`src/rtl/mux_scan_reg_if.sv`:
```
// mux_scan_reg_if: channel inputs, select/mode/hold controls and the
// registered output group of the mux_scan_reg block.
interface mux_scan_reg_if #(
  parameter int WIDTH = 32,
  parameter int SELW  = 2
);
  localparam int NCH = 2 ** SELW;

  logic [NCH*WIDTH-1:0] din;
  logic [SELW-1:0]      sel;
  logic                 sel_ld;
  logic                 mode;
  logic                 hold;
  logic [WIDTH-1:0]     dout;
  logic [SELW-1:0]      ch;
  logic                 dout_vld;
  logic                 ch_stb;

  // Driver side (stimulus / upstream logic)
  modport master (
    output din, sel, sel_ld, mode, hold,
    input  dout, ch, dout_vld, ch_stb
  );

  // Mux side
  modport slave (
    input  din, sel, sel_ld, mode, hold,
    output dout, ch, dout_vld, ch_stb
  );
endinterface

```
`src/rtl/mux_scan_reg.sv`:
```
// mux_scan_reg: registered NCH:1 multiplexer with direct (commanded) and
// auto-scan channel selection. Auto-scan rotates through the channels,
// dwelling DIV cycles on each.
// Optional feature macro: MUX_SCAN_EN. When undefined, the block is
// direct-only: mode is ignored and no dwell counter exists.
module mux_scan_reg #(
  parameter int WIDTH = 32,
  parameter int SELW  = 2,
  parameter int DIV   = 4
) (
  input  logic            clk,
  input  logic            rst_n,
  mux_scan_reg_if.slave   bus
);
  localparam int NCH = 2 ** SELW;

  localparam logic [1:0] ST_IDLE   = 2'd0;
  localparam logic [1:0] ST_DIRECT = 2'd1;
`ifdef MUX_SCAN_EN
  localparam logic [1:0] ST_SCAN   = 2'd2;
  localparam int         CNTW      = (DIV > 1) ? $clog2(DIV) : 1;
  localparam logic [CNTW-1:0] CNT_LAST = CNTW'(DIV - 1);
`else
  localparam int         unused_div = DIV;
`endif

  logic [1:0]       state_q, state_d;
  logic [1:0]       run_state;
  logic [SELW-1:0]  sel_q, sel_d;
  logic [WIDTH-1:0] dout_q;
  logic [SELW-1:0]  ch_q;
  logic             vld_q;
  logic             stb_q;

  // Unpack the flat input bus into one word per channel
  logic [WIDTH-1:0] chan [NCH];
  for (genvar gi = 0; gi < NCH; gi++) begin : gen_chan
    assign chan[gi] = bus.din[gi*WIDTH +: WIDTH];
  end

`ifdef MUX_SCAN_EN
  assign run_state = bus.mode ? ST_SCAN : ST_DIRECT;
`else
  // Without scan support mode has no effect; everything runs as DIRECT.
  logic unused_mode;
  assign unused_mode = bus.mode;
  assign run_state   = ST_DIRECT;
`endif

  // Leave IDLE on the first unheld edge; afterwards track mode every edge
  always_comb begin
    state_d = state_q;
    if (state_q == ST_IDLE) begin
      if (!bus.hold) state_d = run_state;
    end else begin
      state_d = run_state;
    end
  end

`ifdef MUX_SCAN_EN
  logic [CNTW-1:0] cnt_q, cnt_d;

  // Select/dwell update: load beats advance; the counter only runs in SCAN
  // and only while not held, so a DIRECT->SCAN switch starts a full dwell.
  always_comb begin
    sel_d = sel_q;
    cnt_d = cnt_q;
    if (state_q == ST_SCAN) begin
      if (bus.sel_ld) begin
        sel_d = bus.sel;
        cnt_d = '0;
      end else if (!bus.hold) begin
        if (cnt_q == CNT_LAST) begin
          cnt_d = '0;
          sel_d = sel_q + SELW'(1);
        end else begin
          cnt_d = cnt_q + CNTW'(1);
        end
      end
    end else begin
      cnt_d = '0;
      if (bus.sel_ld) sel_d = bus.sel;
    end
  end

  // Dwell counter register
  always_ff @(posedge clk or negedge rst_n) begin
    if (!rst_n) cnt_q <= '0;
    else        cnt_q <= cnt_d;
  end
`else
  // Direct-only select update: load whenever commanded, even while held
  always_comb begin
    sel_d = sel_q;
    if (bus.sel_ld) sel_d = bus.sel;
  end
`endif

  // FSM and select registers
  always_ff @(posedge clk or negedge rst_n) begin
    if (!rst_n) begin
      state_q <= ST_IDLE;
      sel_q   <= '0;
    end else begin
      state_q <= state_d;
      sel_q   <= sel_d;
    end
  end

  // Output capture: follow sel_q one edge behind; hold freezes and kills strobe
  always_ff @(posedge clk or negedge rst_n) begin
    if (!rst_n) begin
      dout_q <= '0;
      ch_q   <= '0;
      vld_q  <= 1'b0;
      stb_q  <= 1'b0;
    end else if (!bus.hold) begin
      dout_q <= chan[sel_q];
      ch_q   <= sel_q;
      vld_q  <= 1'b1;
      stb_q  <= (sel_q != ch_q);
    end else begin
      stb_q  <= 1'b0;
    end
  end

  assign bus.dout     = dout_q;
  assign bus.ch       = ch_q;
  assign bus.dout_vld = vld_q;
  assign bus.ch_stb   = stb_q;
endmodule

```
`src/flat_wrapper.sv`:
```
// flat-port wrapper written by rule: the top's interface ports become plain ports
module mux_scan_reg_flat 
#(
  parameter int WIDTH = 32,
  parameter int SELW  = 2,
  parameter int DIV   = 4
)
  (clk, rst_n, bus_din, bus_sel, bus_sel_ld, bus_mode, bus_hold, bus_dout, bus_ch, bus_dout_vld, bus_ch_stb);
  mux_scan_reg_if #(.WIDTH(WIDTH), .SELW(SELW)) bus_i ();
  input  logic clk;
  input  logic rst_n;
  input wire logic [$bits(bus_i.din)-1:0] bus_din;
  input wire logic [$bits(bus_i.sel)-1:0] bus_sel;
  input wire logic [$bits(bus_i.sel_ld)-1:0] bus_sel_ld;
  input wire logic [$bits(bus_i.mode)-1:0] bus_mode;
  input wire logic [$bits(bus_i.hold)-1:0] bus_hold;
  output wire logic [$bits(bus_i.dout)-1:0] bus_dout;
  output wire logic [$bits(bus_i.ch)-1:0] bus_ch;
  output wire logic [$bits(bus_i.dout_vld)-1:0] bus_dout_vld;
  output wire logic [$bits(bus_i.ch_stb)-1:0] bus_ch_stb;
  assign bus_i.din = bus_din;
  assign bus_i.sel = bus_sel;
  assign bus_i.sel_ld = bus_sel_ld;
  assign bus_i.mode = bus_mode;
  assign bus_i.hold = bus_hold;
  assign bus_dout = bus_i.dout;
  assign bus_ch = bus_i.ch;
  assign bus_dout_vld = bus_i.dout_vld;
  assign bus_ch_stb = bus_i.ch_stb;
  mux_scan_reg #(.WIDTH(WIDTH), .SELW(SELW), .DIV(DIV)) u_core (.clk(clk), .rst_n(rst_n), .bus(bus_i));
endmodule
```
`config.mk`:
```
export PLATFORM = sky130hd
export DESIGN_NAME = mux_scan_reg_flat
export DESIGN_NICKNAME = d
export VERILOG_FILES = /design/src/rtl/mux_scan_reg_if.sv /design/src/rtl/mux_scan_reg.sv /design/src/flat_wrapper.sv
export SDC_FILE = /design/constraint.sdc
export NUM_CORES = 1
export LEC_CHECK = 0
export BUFFER_PORTS_ARGS = -buffer_cell sky130_fd_sc_hd__buf_4
export CAP_MARGIN = 0
export CORE_MARGIN = 5
export CORE_UTILIZATION = 41
export DETAILED_ROUTE_END_ITERATION = 7
export PLACE_DENSITY_LB_ADDON = 0.2
export SLEW_MARGIN = 20
export SYNTH_ARGS = -nofsm -noshare
export SYNTH_HDL_FRONTEND = slang
export SYNTH_SLANG_ARGS = --single-unit
export TNS_END_PERCENT = 20
```
`constraint.sdc`:
```
create_clock -name clk -period 1.45 [get_ports clk]
set_input_delay 0.145 -clock clk [delete_from_list [all_inputs] [get_ports clk]]
set_output_delay 0.145 -clock clk [all_outputs]
set_load 0.01 [all_outputs]
```
==> impl_metrics.yaml, run 1 <==
outcome:
  run_status: "finished clean"
yosys:
  muxShareOfSynthArea_pct: 22.19
  synth_top_family_by_area: "multiplexers"
  synth_compound_area_share_pct: 17.49
  ys_top_cells_by_count: "mux2i_1, dfrtp_1, nand2_1"
  async_reset_ff_share_pct: 100.0
  synth_top_area_cell: "dfrtp_1"
  synth_fa_ha_area_share_pct: 0
  synth_simple_gate_area_share_pct: 8.369
  ys_seq_area_share_pct: 41.04
  synth_edf_count: 0
  synth-seq-cells: 38
  netlist.area_leader.share_pct: 41.04
  synth_nets: 349
  ys_top_cells_by_area: "dfrtp_1, mux2i_1, a221oi_1, o221ai_1, a211oi_1"
  yosysWarnings: 0
  synth-xor-area-share_pct: 0.7559
  postSynthCellCount: 214
  ys_types: 23
  avgSynthCellArea_um2: 10.83
  synth_ff_type: "dfrtp_1"
  netlist_area_um2: 2317
  yosysMostFrequentCell: "mux2i_1"
worst_hold_path:
  hold_class: "in -> reg"
  holdPathStages: 2
routing:
  routed_wl_um: 7246
  routedWlPerCell_um: 15.96
  drc_errors: 0
  drt_iter0_markers: 85
  vias: 2265
  viasPerCell: 4.989
  drt_first_pass_iters: 4
  antenna_left: 0
sta:
  fmax_mhz: 741.6
  worst_clock_skew_ns: 0.005614
  finalHoldViolations: 0
  final-setup-viol-count: 0
  fin_crit_sh_pct: 93.00
  finalMaxSlewViolations: 0
  fin_crit_ns: 1.348
  setup_tns_ns: 0
  tightest_slew_ns: 0.4915
  max_slew_margin_pct: 67.23
  fin_hold_ws_ns: 0.09085
  rsz0062_at_grt: "no"
layout:
  finalNonFillerCells: 454
  drive_gt1_share_pct: 50.00
  area_delta_synth_final_pct: 60.48
  diodes: 0
  finalNetCount: 516
floorplanning:
  io-pin-count: 171
  core_um2: 5507
  rows: 27
  start_util_pct: 42.08
  die_area_um2: 7256
  die_w_um: 85.18
  die_y_um: 85.18
grt:
  grt_pass1_wl_um: 11600
  grt_pass1_vias: 2448
  antenna_found_initial: 0
  grt_max_degree: 39
  track_usage_pct: 19.61
  grt.overflow.total: 0
critical_path:
  worstPathArrival_ns: 1.53
  r2r_slack_ns: 0.10
  worstPathRequired_ns: 1.63
  crit_path_max_fanout: 14
  start_kind: "flip-flop"
  r2r_cells: 4
  endpoint_kind: "flip-flop"
  crit_type: "reg -> reg"
clocking:
  path_clk_slew_ns: 0.07
  cts_root_buf: "clkbuf_8"
  cts_tree: "yes"
  cts_made_buffers: 5
  clk_latency_ns: 0.28
  cts_htree_levels: 2
  cts_sinks: 38
  cts.path.max_buffers: 2
pwr:
  powerDensity_nw_per_um2: 888.8
  vdd_drop_max_v: 0.0004907
  p_leak_uw: 0.001922
placement:
  gp_congestion: 0.8419
  hpwl_um: 5588
  place_inst: 444
  port_buffers: 169
flow_run:
  drv_cap: 0
==> flip-flops by register name, indices dropped and copies added (netlist names) <==
name / cells
u_core.bus.dout: 32
u_core.bus.ch: 2
u_core.sel_q: 2
u_core.bus.ch_stb: 1
u_core.bus.dout_vld: 1
==> cell families (layout without fill, tap and decap cells) <==
group / Yosys count / count (layout)
compound gates: 49 / 49
flops: 38 / 38
buf+inv: 36 / 204
xor+xnor: 2 / 2
mux: 51 / 51
simple gates: 38 / 38
==> repair_timing <==
| action | CTS | global route |
|---|---|---|
| setup endpoints to repair | 0 | 8 |
| hold endpoints to repair | 38 | 0 |
| resized for setup | 0 | 1 |
| hold buffers | 1 | 0 |
| buffers inserted | 0 | 1 |
==> critical path, cell delays in order, from the launching register on <==
cell,delay [ns]
dfrtp_4,0.59
buf_4,0.23
nor2b_1,0.13
a211oi_1,0.05
a221oi_1,0.23
==> path summary, 6_finish.rpt <==
| check | end | start |
|---|---|---|
| max in group asynchronous | u_core.sel_q[0] | rst_n |
| min in group asynchronous | u_core.bus.dout[0] | rst_n |
| worst min register to register | u_core.bus.dout_vld | u_core.bus.dout_vld |
| worst max-delay path | u_core.bus.dout[20] | u_core.sel_q[0] |
| worst max register to register | u_core.bus.dout[20] | u_core.sel_q[0] |
| worst min-delay path | u_core.sel_q[1] | bus_sel[1] |
==> per-layer routing <==
metal / wire [um] / up-vias / GRT usage, %
met5: 0 / - / 0
met4: 65 / 0 / 4.604
met3: 709 / 8 / 6.796
met2: 3580 / 104 / 33.40
met1: 2891 / 1022 / 23.78
li1: - / 1131 / -
==> cell type report <==
| type | count | area, um^2 |
|---|---|---|
| Fill cell | 450 | 1788 |
| Timing Repair Buffer | 180 | 1391 |
| Multi-Input combinational cell | 140 | 1131 |
| Sequential cell | 38 | 954.7 |
| Tap cell | 72 | 90.09 |
| Clock buffer | 7 | 86.33 |
| Inverter | 16 | 60.06 |
| Clock inverter | 1 | 5.005 |
==> metrics by stage <==
step	instance area, um^2	worst slack (ns)	util, %	power [uW]
2_1_floorplan	2317	0.2581	-	1945
3_3_place_gp	3610	0.06727	65.55	2562
3_5_place_dp	3610	0.04841	65.55	2585
4_1_cts	3711	0.03602	67.39	3350
5_1_grt	3719	0.02128	67.53	3512
6_report	3719	0.1015	67.53	3305
==> cells in the final DEF, fill, tap and decap left out <==
cell type	instances
dlygate4sd3_1	1
dfrtp_1	37
a221oi_1	16
xnor2_1	2
or2_2	1
nand2_1	18
dfrtp_4	1
nand2b_1	2
nor2_1	1
nor2b_1	13
mux2_2	3
a211oi_1	16
a21oi_1	1
inv_1	16
clkbuf_8	6
mux2i_1	48
buf_4	176
clkinv_2	1
and2b_1	3
o221ai_1	16
clkbuf_1	1
buf_12	3
==> report_power, final <==
group / leakage [uW] / internal (uW) / switching, uW / total (uW)
clock: 0.0000482 / 384 / 361 / 745
sequential: 0.000441 / 1230 / 113 / 1340
combinational: 0.00143 / 714 / 503 / 1220
Note: power is estimated with default switching activity, not from simulation.
==> run 2: changes to the inputs <==
--- a/config.mk
+++ b/config.mk
@@ -8,7 +8,7 @@
 export BUFFER_PORTS_ARGS = -buffer_cell sky130_fd_sc_hd__buf_4
 export CAP_MARGIN = 0
 export CORE_MARGIN = 5
-export CORE_UTILIZATION = 41
+export CORE_UTILIZATION = 33
 export DETAILED_ROUTE_END_ITERATION = 7
 export PLACE_DENSITY_LB_ADDON = 0.2
 export SLEW_MARGIN = 20
==> constraint.sdc (replaced) <==
create_clock -name clk -period 1.45 [get_ports clk]
set_input_delay 0.29 -clock clk [delete_from_list [all_inputs] [get_ports clk]]
set_output_delay 0.29 -clock clk [all_outputs]
set_load 0.01 [all_outputs]
==> impl_metrics.yaml, run 2 (same netlist as run 1, synthesis figures left out) <==
grt:
  grt_max_degree: 39
  track_usage_pct: 16.40
  grt.overflow.total: 0
  grt_pass1_vias: 2418
  grt_pass1_wl_um: 11380
  antenna_found_initial: 0
routing:
  drc_errors: 0
  routedWlPerCell_um: 15.60
  vias: 2280
  antenna_left: 0
  routed_wl_um: 7439
  drt_first_pass_iters: 4
  viasPerCell: 4.780
  drt_iter0_markers: 72
placement:
  gp_congestion: 0.7693
  place_area_um2: 3642
  port_buffers: 169
  place_inst: 468
  hpwl_um: 5831
  dp_slack_ns: -0.02757
clocking:
  cts_made_buffers: 5
  cts_setup_buffers: 0
  path_clk_slew_ns: 0.07
  cts_sinks: 38
  cts_htree_levels: 2
  cts_root_buf: "clkbuf_8"
  cts.path.max_buffers: 2
  clk_latency_ns: 0.28
  cts_tree: "yes"
sta:
  max_slew_margin_pct: 67.28
  final-setup-viol-count: 0
  worst_clock_skew_ns: 0.003045
  rsz0062_at_grt: "no"
  fin_crit_ns: 1.365
  fmax_mhz: 732.4
  tightest_slew_ns: 0.4908
  finalHoldViolations: 0
  worst_slack_ns: 0.08457
  finalMaxSlewViolations: 0
  fin_crit_sh_pct: 94.17
outcome:
  run_status: "finished clean"
layout:
  drive_gt1_share_pct: 50.13
  finalNetCount: 515
  area_delta_synth_final_pct: 61.77
  final_common_cell: "buf_4"
  fillers: 640
  finalNonFillerCells: 477
  multiInputGateArea_um2: 1139
  largest_register_ffs: 32
  seqCellArea_um2: 954.7
  final_cell_mix: "buf_4, mux2i_1, dfrtp_1"
  fin_area_um2: 3749
  diodes: 0
  final_util_pct: 54.87
floorplanning:
  core_um2: 6832
  die_y_um: 93.80
  rows: 30
  start_util_pct: 33.92
  io-pin-count: 171
  die_w_um: 93.80
  die_area_um2: 8798
critical_path:
  worstPathArrival_ns: 1.56
  cp_slowest_cell: "or2_2"
  worstPathRequired_ns: 1.64
  crit_type: "reg -> reg"
  path_cells: "buf_4 -> or2_2 -> o221ai_1"
  rr_startpoint: "u_core.sel_q[1]"
  start_kind: "flip-flop"
  critPathMaxStageDelay_ns: 0.45
  r2r_cells: 3
  r2r_slack_ns: 0.08
  critPathLaunch: "u_core.sel_q[1]"
  r2r_end: "u_core.bus.dout[7]"
  crit_path_max_fanout: 16
  endpoint_kind: "flip-flop"
worst_hold_path:
  hold_path.startpoint: "bus_sel[0]"
  hold_class: "in -> reg"
  min_to: "u_core.sel_q[0]"
  holdPathStages: 2
pwr:
  vdd_drop_max_v: 0.0004485
  finalPower_uw: 3294
  p_leak_uw: 0.001918
  powerDensity_nw_per_um2: 878.7
flow_run:
  drv_cap: 0
-- run 2: cell types whose count changed in the layout (fill, tap and decap cells not counted) --
cell and change:
nor2_1 -1, buf_4 -1, nor2_4 +1
-- run 2: metal layers --
layer  vias to the layer above  wire [um]  global-route usage (%)
met1                      1074       2887                   18.88
met3                         9        484                   4.006
met2                        74       3993                   30.22
met5                         -          0                       0
li1                       1123          -                       -
met4                         0         74                   3.971
-- run 2: final cells by class --
cell class	instances	area share [%]
inverter	16	1.602
sequential	38	25.47
tap	96	3.204
clock inverter	1	0.1335
multi-input combinational	140	30.37
clock buffer	7	2.303
timing repair buffer	179	36.92
-- run 2: stage by stage --
step | setup TNS [ns] | hold WS (ns)
2_1_floorplan | 0 | -0.005591
3_3_place_gp | -4.033 | 0.2979
3_5_place_dp | -0.1620 | 0.2907
4_1_cts | 0 | 0.2233
5_1_grt | 0 | 0.2265
6_report | 0 | 0.2345
-- run 2: worst max-delay path by stage --
stage	to	slack (ns)	cells past startpoint
after floorplan	u_core.bus.dout[10]	0.26	5
after global placement	u_core.bus.dout[23]	-0.26	3
after detailed placement	u_core.bus.dout[11]	-0.03	6
after CTS	u_core.bus.dout[7]	0.06	3
after global routing	u_core.bus.dout[14]	0.002	3
final	u_core.bus.dout[7]	0.08	3
-- run 2: repair_timing --
action,CTS,global route
hold endpoints to repair,38,0
gates resized for setup,0,2
endpoints found under the setup margin,0,22
hold buffers,1,0
-- run 2: where the power goes --
part / leakage (uW) / total (uW) / internal [uW] / switching, uW
registers: 0.000441 / 1340 / 1230 / 109
logic: 0.00143 / 1220 / 712 / 506
clock network: 0.0000482 / 737 / 383 / 354
total: 0.00192 / 3290 / 2330 / 969
-- run 2: worst max-delay path: cells and delay by family, from the launching register on --
family	cells	cell delay [ns]
AOI/OAI and AO/OA	1	0.25
and+or+nand+nor	1	0.45
buffers and inverters	1	0.16
DFF	1	0.41
==> run 3: changes to the inputs <==
--- a/config.mk
+++ b/config.mk
@@ -10,7 +10,8 @@
 export CORE_MARGIN = 5
 export CORE_UTILIZATION = 33
 export DETAILED_ROUTE_END_ITERATION = 7
-export PLACE_DENSITY_LB_ADDON = 0.2
+export PLACE_DENSITY = 0.67
+export SKIP_CTS_REPAIR_TIMING = 1
 export SLEW_MARGIN = 20
 export SYNTH_ARGS = -nofsm -noshare
 export SYNTH_HDL_FRONTEND = slang
==> impl_metrics.yaml, run 3 (same netlist as run 1, synthesis figures left out) <==
outcome:
  run_status: "finished clean"
layout:
  finalNonFillerCells: 476
  largest_register_ffs: 32
  finalNetCount: 514
  fin_area_um2: 3766
  final_common_cell: "buf_4"
  diodes: 0
  fillers: 656
  area_delta_synth_final_pct: 62.53
  final_cell_mix: "buf_4, mux2i_1, dfrtp_1"
  seqCellArea_um2: 954.7
  multiInputGateArea_um2: 1134
  drive_gt1_share_pct: 50.00
critical_path:
  worstPathRequired_ns: 1.66
  cp_slowest_cell: "or2_1"
  endpoint_kind: "flip-flop"
  critPathBufInv: 1
  crit_type: "reg -> reg"
  worstPathArrival_ns: 1.56
  path_cells: "buf_4 -> or2_1 -> o221ai_1"
  critPathMaxStageDelay_ns: 0.45
  start_kind: "flip-flop"
  crit_path_max_fanout: 16
  cp_top_family: "simple AND/OR/NAND/NOR gates"
grt:
  grt.overflow.total: 0
  grt_max_degree: 39
  grt_pass1_vias: 2275
  grt_pass1_wl_um: 11020
  antenna_found_initial: 0
  track_usage_pct: 16.02
floorplanning:
  die_w_um: 93.80
  die_y_um: 93.80
  die_area_um2: 8798
  rows: 30
  core_um2: 6832
  io-pin-count: 171
  start_util_pct: 33.92
sta:
  rsz0062_at_grt: "no"
  finalHoldViolations: 0
  fmax_mhz: 737.3
  max_slew_margin_pct: 53.35
  worst_slack_ns: 0.09376
  fin_hold_ws_ns: 0.2239
  fin_crit_ns: 1.356
  fin_crit_sh_pct: 93.53
  tightest_slew_ns: 0.6990
  finalMaxSlewViolations: 0
  worst_clock_skew_ns: 0.007548
  final-setup-viol-count: 0
placement:
  gp_congestion: 0.6780
  place_area_um2: 3637
  dp_slack_ns: -0.2467
  hpwl_um: 5629
  place_inst: 466
  port_buffers: 169
routing:
  antenna_left: 0
  routedWlPerCell_um: 15.50
  drt_iter0_markers: 61
  drc_errors: 0
  viasPerCell: 4.742
  routed_wl_um: 7378
  vias: 2257
  drt_first_pass_iters: 4
clocking:
  cts_root_buf: "clkbuf_8"
  cts.path.max_buffers: 2
  cts_tree: "yes"
  cts_sinks: 38
  path_clk_slew_ns: 0.08
  cts_htree_levels: 2
  clk_latency_ns: 0.29
  cts_made_buffers: 5
worst_hold_path:
  hold_class: "in -> reg"
pwr:
  finalPower_uw: 3445
  p_leak_uw: 0.001926
  powerDensity_nw_per_um2: 914.7
  vdd_drop_max_v: 0.0003882
flow_run:
  drv_cap: 0
## run 3: stage by stage
stage / util, % / TNS (ns)
after detailed placement: 53.24 / -4.681
after global placement: 53.24 / -4.220
after CTS: 54.84 / -3.287
final: 55.13 / 0
after floorplan: - / 0
after global routing: 55.13 / 0
## run 3: worst register-to-register path: stages, from the launching register on
cell,delay (ns)
dfrtp_1,0.39
buf_4,0.15
or2_1,0.45
o221ai_1,0.29
## run 3: worst paths after layout
check | startpoint | end | slack [ns] | depth (start not counted)
worst max-delay path | u_core.sel_q[1] | u_core.bus.dout[0] | 0.09 | 3
worst min-delay path | bus_sel[0] | u_core.sel_q[0] | 0.22 | 2
worst max register to register | u_core.sel_q[1] | u_core.bus.dout[0] | 0.09 | 3
worst min register to register | u_core.bus.dout_vld | u_core.bus.dout_vld | 0.49 | 1
max in group asynchronous | rst_n | u_core.sel_q[0] | 0.56 | 2
min in group asynchronous | rst_n | u_core.bus.dout[29] | 0.51 | 2
## run 3: per-layer routing
layer | share of wire, % | vias up | GRT usage (%)
met1 | 40 | 1034 | 20.05
met3 | 8.2 | 6 | 5.529
met4 | 0.72 | 0 | 3.971
met2 | 51 | 97 | 26.37
met5 | 0 | - | 0
li1 | - | 1120 | -
## run 3: power by group
| group | switching, uW | total, uW | internal [uW] |
|---|---|---|---|
| Combinational | 505 | 1220 | 715 |
| Sequential | 107 | 1340 | 1230 |
| Clock | 382 | 888 | 506 |
## run 3: layout make-up
| cell class | count | share of cell area, % |
|---|---|---|
| Clock inverter | 3 | 1.063 |
| Inverter | 16 | 1.595 |
| Sequential cell | 38 | 25.35 |
| Multi-Input combinational cell | 140 | 30.10 |
| Tap cell | 96 | 3.189 |
| Clock buffer | 5 | 1.827 |
| Timing Repair Buffer | 178 | 36.88 |
